$ cat src/rtl/twiddle_generator.sv
// rtl/twiddle_generator.sv - streaming radix-2 DIF twiddle source
// Rebuilds W_N^k from a quarter-wave cosine table by symmetry, one item per handshake.
module twiddle_generator #(
  parameter int LOG2N  = 4,
  parameter int NB_TW  = 17,
  parameter int NBF_TW = 15
) (
  input  logic                    i_clk,
  input  logic                    i_rst,
  input  logic                    i_start,
  input  logic                    i_ready,
  output logic                    o_valid,
  output logic signed [NB_TW-1:0] o_tw_real,
  output logic signed [NB_TW-1:0] o_tw_imag,
  output logic [LOG2N-1:0]        o_stage,
  output logic                    o_stage_last,
  output logic                    o_last,
  output logic                    o_busy,
  output logic                    o_done
);

  localparam int N  = 1 << LOG2N;
  localparam int Q  = N / 4;
  localparam int BW = LOG2N - 1;
  localparam logic [LOG2N-1:0] LAST_STAGE = LOG2N'(LOG2N - 1);

  typedef enum logic {IDLE, RUN} state_t;

  // Table contents are fixed at elaboration: round(cos(2*pi*i/N) * 2^NBF_TW), i = 0..N/4.
  function automatic logic signed [NB_TW-1:0] cos_q(input int i);
    real x, term, sum;
    x    = 6.283185307179586 * real'(i) / real'(N);
    term = 1.0;
    sum  = 1.0;
    for (int n = 1; n <= 24; n++) begin
      term = -term * x * x / real'((2 * n - 1) * (2 * n));
      sum  = sum + term;
    end
    return NB_TW'($rtoi(sum * real'(longint'(1) << NBF_TW) + 0.5));
  endfunction

  logic signed [NB_TW-1:0] rom [0:Q];

  for (genvar gi = 0; gi <= Q; gi++) begin : g_rom
    localparam logic signed [NB_TW-1:0] C = cos_q(gi);
    assign rom[gi] = C;
  end

  state_t                  state, state_n;
  logic [LOG2N-1:0]        cur_s, cur_s_n;
  logic [BW-1:0]           cur_b, cur_b_n;
  logic [BW-1:0]           mask, cur_k, m_idx;
  logic signed [NB_TW-1:0] item_re, item_im;
  logic                    item_stage_last, item_last;
  logic                    load;
  logic                    valid_n, stage_last_n, last_n, done_n;
  logic signed [NB_TW-1:0] re_n, im_n;
  logic [LOG2N-1:0]        stage_n;

  // cur_s/cur_b always point at the item the output register loads next.
  always_comb begin
    mask  = BW'((N >> (int'(cur_s) + 1)) - 1);
    cur_k = (cur_b & mask) << cur_s;
    m_idx = '0;
    if (cur_k <= BW'(Q)) begin
      item_re = rom[cur_k];
      item_im = -rom[BW'(Q) - cur_k];
    end else begin
      m_idx   = cur_k - BW'(Q);
      item_re = -rom[BW'(Q) - m_idx];
      item_im = -rom[m_idx];
    end
  end

  assign item_stage_last = (cur_b == '1);
  assign item_last       = item_stage_last && (cur_s == LAST_STAGE);

  always_comb begin
    state_n      = state;
    cur_s_n      = cur_s;
    cur_b_n      = cur_b;
    valid_n      = o_valid;
    re_n         = o_tw_real;
    im_n         = o_tw_imag;
    stage_n      = o_stage;
    stage_last_n = o_stage_last;
    last_n       = o_last;
    done_n       = 1'b0;
    load         = 1'b0;

    case (state)
      IDLE: begin
        if (i_start) begin
          state_n = RUN;
          load    = 1'b1;
        end
      end
      RUN: begin
        if (!o_valid || i_ready) begin
          if (o_valid && o_last) begin
            state_n      = IDLE;
            valid_n      = 1'b0;
            re_n         = '0;
            im_n         = '0;
            stage_n      = '0;
            stage_last_n = 1'b0;
            last_n       = 1'b0;
            done_n       = 1'b1;
            cur_s_n      = '0;
            cur_b_n      = '0;
          end else begin
            load = 1'b1;
          end
        end
      end
    endcase

    if (load) begin
      valid_n      = 1'b1;
      re_n         = item_re;
      im_n         = item_im;
      stage_n      = cur_s;
      stage_last_n = item_stage_last;
      last_n       = item_last;
      cur_b_n      = cur_b + 1'b1;
      if (item_last) begin
        cur_s_n = '0;
      end else if (item_stage_last) begin
        cur_s_n = cur_s + 1'b1;
      end
    end
  end

  always_ff @(posedge i_clk) begin
    if (i_rst) begin
      state        <= IDLE;
      cur_s        <= '0;
      cur_b        <= '0;
      o_valid      <= 1'b0;
      o_tw_real    <= '0;
      o_tw_imag    <= '0;
      o_stage      <= '0;
      o_stage_last <= 1'b0;
      o_last       <= 1'b0;
      o_busy       <= 1'b0;
      o_done       <= 1'b0;
    end else begin
      state        <= state_n;
      cur_s        <= cur_s_n;
      cur_b        <= cur_b_n;
      o_valid      <= valid_n;
      o_tw_real    <= re_n;
      o_tw_imag    <= im_n;
      o_stage      <= stage_n;
      o_stage_last <= stage_last_n;
      o_last       <= last_n;
      o_busy       <= (state_n == RUN);
      o_done       <= done_n;
    end
  end

endmodule
$ cat config.mk
export PLATFORM = sky130hd
export DESIGN_NAME = twiddle_generator
export DESIGN_NICKNAME = d
export VERILOG_FILES = /design/src/rtl/twiddle_generator.sv
export SDC_FILE = /design/constraint.sdc
export NUM_CORES = 1
export LEC_CHECK = 0
export CAP_MARGIN = 10
export CORE_UTILIZATION = 55
export CTS_CLUSTER_SIZE = 16
export DETAILED_ROUTE_END_ITERATION = 6
export PLACE_DENSITY = 0.84
export SYNTH_ARGS = -nofsm -noshare
export SYNTH_HDL_FRONTEND = slang
export SYNTH_SLANG_ARGS = --single-unit
export TNS_END_PERCENT = 5
$ cat constraint.sdc
create_clock -name i_clk -period 8.8 [get_ports i_clk]
set_input_delay 1.32 -clock i_clk [delete_from_list [all_inputs] [get_ports i_clk]]
set_output_delay 1.32 -clock i_clk [all_outputs]
set_load 0.05 [all_outputs]
* After elaboration in Yosys (flattened, before gate mapping)
Memories as Yosys holds them, arrays and structs flattened.
Index checks and enable logic that the tools add are counted.
** Word-level totals
- RAM bits :: 0
- Bits in latches :: 0
- Memory bits (read-only) :: 544
- Register bits after elaboration :: 50
- Memories kept :: 4
** Operators by class
- Bitwise gates (word level) :: 7
- Muxes and demuxes :: 42
- Shifts and indexed selects :: 2
- Order comparisons :: 5
- Multiply operators :: 0
- Eq/ne operators :: 2
- Divide/modulo/power cells :: 0
- $add $sub $neg :: 10
- Reduce and logical (&&, ||, !) cells :: 9
** Memory list
- (name not given) :: words 8, bits a word 17, rd ports 1, clocked after Yosys merged registers in 0, write ports 0, line 71 : item_im = -rom[m_idx];
- (name not given) :: words 8, bits a word 17, rd ports 1, clocked after Yosys merged registers in 0, write ports 0, line 70 : item_re = -rom[BW'(Q) - m_idx];
- (name not given) :: words 8, bits a word 17, rd ports 1, clocked after Yosys merged registers in 0, write ports 0, line 67 : item_im = -rom[BW'(Q) - cur_k];
- (name not given) :: words 8, bits a word 17, rd ports 1, clocked after Yosys merged registers in 0, write ports 0, line 66 : item_re = rom[cur_k];
** Operator list (number)
- $mux 17 :: 15
- $neg 17->17 :: 3
- $mux 4 :: 10
- $ge 4x4->1 const B :: 4
- $not 3->4 :: 4
- $mux 3 :: 4
- $mux 1 :: 11
- $reduce_bool 2->1 :: 3
- $sub 3x3->3 const A :: 2
- $add 4x1->5 const B :: 1
- $shr 5x5->3 const A :: 1
- $add 4x1->4 const B :: 1
- $eq 4x2->1 const B :: 1
- $pmux 1 s2 :: 2
- $shl 3x4->3 :: 1
- $add 3x1->3 const B :: 1
- $and 3x3->3 :: 1
- $eq 3x3->1 const B :: 1
- $le 3x3->1 const B :: 1
- $reduce_and 3->1 :: 1
- $reduce_or 3->1 :: 1
- $sub 3x2->3 const B :: 1
- $sub 3x3->3 const B :: 1
- $logic_and 1x1->1 :: 2
- 3 further kinds :: 4

* Logic depth before layout (Yosys ltp)
- Depth after elaboration :: 14
- Mapped depth :: 19

* Worst setup path before layout
No wires, ideal clock.
- Path kind :: register to register
- Start point :: reg cur_s[3]
- End point :: reg o_tw_real[7]
- Required time :: 8.729 ns
- Period minus slack after synthesis :: 3.625 ns
- Library setup time :: 0.071 ns
- Stages on the path, launching flop included :: 19
- Buffers on the path :: 2
- Setup slack :: 5.175 ns
- Arrival time :: 3.555 ns
- Cells stage by stage :: dfxtp_1 buf_6 nor2_1 nand3_1 ha_1 nor3b_1 a21oi_1 nor2b_1 inv_1 ha_1 inv_1 ha_1 clkbuf_1 nand2_1 ha_1 inv_1 nor4b_1 o21ai_0 a21oi_1
** Between the ends
- Longest elaborated chain between the ends :: 14
- Elaborated cells on any way between the ends :: 19
- Classes of those cells :: 5 x add/sub; 1 x order compare; 2 x shift; 6 x mux; 3 x bitwise; 2 x memory
** RTL lines
- start, declared :: line 50 : logic [LOG2N-1:0] cur_s, cur_s_n;
- start signal, assigned :: line 149 : cur_s <= cur_s_n;
- $add 4x1->5 :: line 62 : mask = BW'((N >> (int'(cur_s) + 1)) - 1);
- $shr 5x5->3 :: line 62
- $sub 3x2->3 :: line 62
- $and 3x3->3 :: line 63 : cur_k = (cur_b & mask) << cur_s;
- $shl 3x4->3 (*) :: line 63
- $sub 3x3->3 :: line 69 : m_idx = cur_k - BW'(Q);
- $sub 3x3->3 :: line 70
- $not 3->4 (implied by the code) :: line 70
- $mem_v2 8x17
- $mux 17 (implied by the code) (2 in series) :: line 70
- $neg 17->17 :: line 70
- $mux 17 (*) :: line 65 : if (cur_k <= BW'(Q)) begin
- $mux 17 (*) :: line 118 : if (load) begin
- end signal, assigned :: line 152 : o_tw_real <= re_n;
- end, declared :: line 13 : output logic signed [NB_TW-1:0] o_tw_real,
Mark *: on every way between the ends. The rest lies on a longest branch, timed or not. The select of a mux whose other input is x is not followed.
A chain may end at the register's enable or synchronous reset.

* Worst setup path in the final report
- Start point :: reg cur_s[3]
- End point :: reg o_tw_real[10]
Same word-level chain as after synthesis.

==> results_tabular.tex <==
\begin{tabular}{lr}
\hline
Metric & Value \\
\hline
\multicolumn{2}{l}{\textbf{Placed design}} \\
\quad Worst setup timing slack at the placement stage & 4.55 ns \\
\quad Global placement routability congestion & 0.913 \\
\quad Port-buffer cells & 44 \\
\quad Detailed Place HPWL & 4170 um \\
\multicolumn{2}{l}{\textbf{GRT}} \\
\quad Most used routing layer in global routing & met2 \\
\quad Wire length of the first global-routing pass & 9330 um \\
\quad Via count of the first global-routing pass & 1919 \\
\quad Met1 track demand over resource & 37.6\% \\
\quad Global routing met3 resource utilization & 5.43\% \\
\quad Leftover overflow at the end of global routing & 0 \\
\quad All-layer global routing usage & 27.1\% \\
\quad Maximum number of pins on one net before global-route repair & 29 \\
\quad Number of antenna violations at the first check in global routing & 0 \\
\quad Fraction of met2 tracks used by global routing & 40.2\% \\
\multicolumn{2}{l}{\textbf{Logic synthesis}} \\
\quad Synthesized area divided by synthesized cell count & 8.40 um\^{}2 \\
\quad Post-synth cell types & 53 \\
\quad Async SR Flop Fraction & 0\% \\
\quad Leading register cell type out of synthesis & sky130\_fd\_sc\_hd\_\_dfxtp\_1 \\
\quad Warning count from the yosys run & 0 \\
\quad Share of the synthesized area in the top cell type & 34.3\% \\
\quad Share of the yosys chip area belonging to registers & 34.3\% \\
\quad Largest area contributor in the synthesized netlist & sky130\_fd\_sc\_hd\_\_dfxtp\_1 \\
\quad Post-synth EDFFs & 0 \\
\quad Post-synthesis cell area & 2450 um\^{}2 \\
\quad Syn Inst Count & 292 \\
\quad Area contributors post-synth & sky130\_fd\_sc\_hd\_\_dfxtp\_1 (34\%), sky130\_fd\_sc\_hd\_\_ha\_1 (10\%), sky130\_fd\_sc\_hd\_\_a21oi\_1 (5.1\%) \\
\quad Flip-flop and latch count after synthesis & 42 \\
\multicolumn{2}{l}{\textbf{Timing}} \\
\quad Least-Margin Pin Slew & 0.664 ns \\
\quad Ratio of final minimum period to clock period & 50.0\% \\
\quad Final Hold Violating Endpoints & 0 \\
\quad Post-route setup TNS & 0 ns \\
\quad Setup repair after global routing missed its margin & no \\
\quad Number of endpoints failing setup at the final stage & 0 \\
\quad Final-report max-slew violation count & 0 \\
\quad Highest clock rate & 227 MHz \\
\quad Final critical-path setup slack & 4.40 ns \\
\quad Final Skew & 0.00350 ns \\
\quad Period minus WS final & 4.40 ns \\
\quad Worst slew margin relative to its limit & 55.7\% \\
\multicolumn{2}{l}{\textbf{Die}} \\
\quad Initial core utilization & 59.2\% \\
\quad Floorplan die width & 68.8 um \\
\quad Die ar. & 4730 um\^{}2 \\
\quad Row Count & 23 \\
\quad Core ar. & 4140 um\^{}2 \\
\quad Die Height & 68.8 um \\
\quad Number of ports placed on the die boundary & 47 \\
\multicolumn{2}{l}{\textbf{Final layout}} \\
\quad Antenna Diode Count & 0 \\
\quad Layout overhead on the synthesized area & 18.3\% \\
\quad Fraction of final layout cells with drive strength greater than 1 & 6.21\% \\
\quad Number of inserted filler cells in the final layout & 356 \\
\quad Number of nets in the layout & 346 \\
\multicolumn{2}{l}{\textbf{Power}} \\
\quad Highest ir drop seen on vdd & 0.0981 mV \\
\quad Leak & 1.12 nW \\
\quad Power density normalized to cell area & 172 nW/um\^{}2 \\
\multicolumn{2}{l}{\textbf{Critical path}} \\
\quad Data arrival time at the worst-slack endpoint & 4.63 ns \\
\quad Cell breakdown of the critical path & nor2\_1, nand3\_1, ha\_1, nor3b\_1, a21oi\_1, nor2b\_1, inv\_1, ha\_1, inv\_1, ha\_1, clkinv\_1, nor2\_1, o2111ai\_1, a21oi\_1 \\
\quad Required time reported for the critical path endpoint & 9.03 ns \\
\quad CP startpoint kind & flip-flop \\
\quad Highest-delay cell along the critical path & sky130\_fd\_sc\_hd\_\_ha\_1 \\
\quad Max stage delay on crit path & 0.60 ns \\
\quad Cell occurring most often along the worst timing path & sky130\_fd\_sc\_hd\_\_ha\_1 \\
\quad Classification of the worst setup path & flip-flop to flip-flop \\
\quad Worst setup EP type & flip-flop \\
\quad Number of cell instances on the worst register-to-register path & 14 \\
\quad Critical-path maximum fanout & 19 \\
\multicolumn{2}{l}{\textbf{Run}} \\
\quad Number of maximum-capacitance constraint violations & 0 \\
\multicolumn{2}{l}{\textbf{Detailed routing}} \\
\quad Detailed Route WL & 5890 um \\
\quad Residual antenna-violating net count after detailed routing & 0 \\
\quad Routed vias/inst & 6.00 \\
\quad DRC viols & 0 \\
\quad Initial DRT Pass Iterations & 5 \\
\quad Initial drt markers & 185 \\
\quad Via count of the routed design & 2232 \\
\quad Mean routed wirelength per cell & 15.8 um \\
\multicolumn{2}{l}{\textbf{CTS}} \\
\quad Worst-path clk slew & 0.07 ns \\
\quad Clk Latency, worst-skew pair & 0.30 ns \\
\quad Number of buffers created by CTS & 5 \\
\quad Number of buffers added to fix hold violations after cts & 0 \\
\quad CTS Root Buffer Type & sky130\_fd\_sc\_hd\_\_clkbuf\_8 \\
\quad Clock tree buffer depth & 2 \\
\quad Cts repair resizes & 0 \\
\quad H-tree depth & 2 \\
\quad Total number of clock tree sinks & 42 \\
\quad Number of setup buffers added after CTS & 0 \\
\quad Clock tree from TritonCTS & done \\
\multicolumn{2}{l}{\textbf{Hold path}} \\
\quad Hold WC Path Type & flip-flop to flip-flop \\
\quad Worst hold path stage count & 2 \\
\multicolumn{2}{l}{\textbf{Status}} \\
\quad Status & finished, final reports clean \\
\hline
\end{tabular}
cell type report:
cell class / count / area, um^2 / area share (%)
Tap cell: 50 / 62.6 / 2.16
Timing Repair Buffer: 47 / 463 / 16.0
Sequential cell: 42 / 841 / 29.0
Multi-Input combinational cell: 216 / 1420 / 49.0
Inverter: 10 / 37.5 / 1.29
Clock buffer: 7 / 76.3 / 2.63
where the power goes:
group	leakage (nW)	switching (W)	total (W)	internal (W)
logic	0.739	0.000115	0.000173	0.0000580
registers	0.342	0.00000862	0.000211	0.000202
clock network	0.0383	0.0000623	0.000117	0.0000546
total	1.12	0.000186	0.000500	0.000315
registers in the layout, indices dropped and copies added, names as in the netlist:
name,flops
o_tw_imag,12
o_last,1
state,1
cur_b,3
o_stage,4
o_tw_real,14
o_done,1
o_valid,1
o_stage_last,1
cur_s,4
cells in the mapped netlist, types with 2 or more instances:
library cell and number:
sky130_fd_sc_hd__nand3_1 11, sky130_fd_sc_hd__clkinv_1 2, sky130_fd_sc_hd__inv_2 2, sky130_fd_sc_hd__and2_1 4, sky130_fd_sc_hd__a22o_1 2, sky130_fd_sc_hd__nor2b_1 2
sky130_fd_sc_hd__mux2i_1 2, sky130_fd_sc_hd__o2111ai_1 3, sky130_fd_sc_hd__a32oi_1 5, sky130_fd_sc_hd__dfxtp_1 42, sky130_fd_sc_hd__nand2_1 28, sky130_fd_sc_hd__nand4_1 5
sky130_fd_sc_hd__inv_1 6, sky130_fd_sc_hd__and3_1 4, sky130_fd_sc_hd__xnor2_1 3, sky130_fd_sc_hd__o22ai_2 2, sky130_fd_sc_hd__ha_1 20, sky130_fd_sc_hd__nand2b_1 3
sky130_fd_sc_hd__o211ai_1 5, sky130_fd_sc_hd__buf_2 6, sky130_fd_sc_hd__o31ai_1 2, sky130_fd_sc_hd__a211oi_1 2, sky130_fd_sc_hd__o21a_1 2, sky130_fd_sc_hd__or2_2 2
sky130_fd_sc_hd__nor3_1 4, sky130_fd_sc_hd__nor2_1 26, sky130_fd_sc_hd__o21ai_0 15, sky130_fd_sc_hd__clkbuf_1 7, sky130_fd_sc_hd__a21oi_1 25, sky130_fd_sc_hd__nand3b_1 2
sky130_fd_sc_hd__buf_4 9, sky130_fd_sc_hd__a22oi_1 16, sky130_fd_sc_hd__buf_6 3
through the flow:
step                total power [W]  cells  hold slack (ns)  area [um^2]  utilization (%)
finish                     0.000500    372            0.452         2900             70.0
global route               0.000525    372            0.472         2900             70.0
CTS                        0.000501    372            0.456         2900             70.0
detailed placement         0.000385    365            0.442         2830             68.2
global placement           0.000384    365            0.438         2830             68.2
floorplan                  0.000341    293            0.497         2460                -
path summary, 6_finish.rpt:
kind	start	endpoint	slack [ns]
worst max-delay path	cur_s[3]	o_tw_real[10]	4.40
worst min-delay path	o_tw_real[16]	o_tw_real[16]	0.45
worst max register to register	cur_s[3]	o_tw_real[10]	4.40
worst min register to register	o_tw_real[16]	o_tw_real[16]	0.45
per-layer routing:
metal	share of wire (%)	vias to the layer above
li1	-	1102
met1	46	1029
met3	7.6	8
met5	0	-
met4	1.7	0
met2	45	93
worst max-delay path: cells and delay by family, from the launching register on:
family / cells / cell delay (ns)
simple gates: 5 / 1.57
fa+ha+maj: 3 / 1.20
flops: 1 / 0.40
compound gates: 3 / 0.39
buf+inv: 3 / 0.76
layout by cell type (no fill, tap or decap), types with 2 or more instances in the layout:
cell type,instances
sky130_fd_sc_hd__clkdlybuf4s50_1,44
sky130_fd_sc_hd__dfxtp_1,42
sky130_fd_sc_hd__nand2_1,28
sky130_fd_sc_hd__nor2_1,26
sky130_fd_sc_hd__a21oi_1,25
sky130_fd_sc_hd__ha_1,20
sky130_fd_sc_hd__a22oi_1,16
sky130_fd_sc_hd__o21ai_0,15
sky130_fd_sc_hd__nand3_1,11
sky130_fd_sc_hd__inv_1,6
sky130_fd_sc_hd__o211ai_1,5
sky130_fd_sc_hd__a32oi_1,5
sky130_fd_sc_hd__nand4_1,5
sky130_fd_sc_hd__clkbuf_8,5
sky130_fd_sc_hd__and2_1,4
sky130_fd_sc_hd__and3_1,4
sky130_fd_sc_hd__nor3_1,4
sky130_fd_sc_hd__nand2b_1,3
sky130_fd_sc_hd__xnor2_1,3
sky130_fd_sc_hd__o2111ai_1,3
sky130_fd_sc_hd__buf_4,3
sky130_fd_sc_hd__nand3b_1,2
sky130_fd_sc_hd__inv_2,2
sky130_fd_sc_hd__or2_2,2
sky130_fd_sc_hd__nor2b_1,2
sky130_fd_sc_hd__o22ai_2,2
sky130_fd_sc_hd__clkinv_1,2
sky130_fd_sc_hd__o31ai_1,2
sky130_fd_sc_hd__mux2i_1,2
sky130_fd_sc_hd__o21a_1,2
sky130_fd_sc_hd__a211oi_1,2
sky130_fd_sc_hd__a22o_1,2
sky130_fd_sc_hd__conb_1,2
sky130_fd_sc_hd__clkbuf_1,2
cell families (layout without fill, tap and decap cells):
kind of cell             after synthesis  in the layout  synth area share [%]
XOR/XNOR                               4              4                  1.43
buffers and inverters                 35             64                  7.96
adder cells (fa/ha/maj)               20             20                  10.2
multiplexers                           2              2                 0.816
AO/OA/AOI/OAI                         87             87                  24.3
flip-flops                            42             42                  34.3
AND/OR/NAND/NOR                      101            101                  20.9
other                                  1              2                 0.153
No activity file was read; power rests on OpenSTA's default activity.
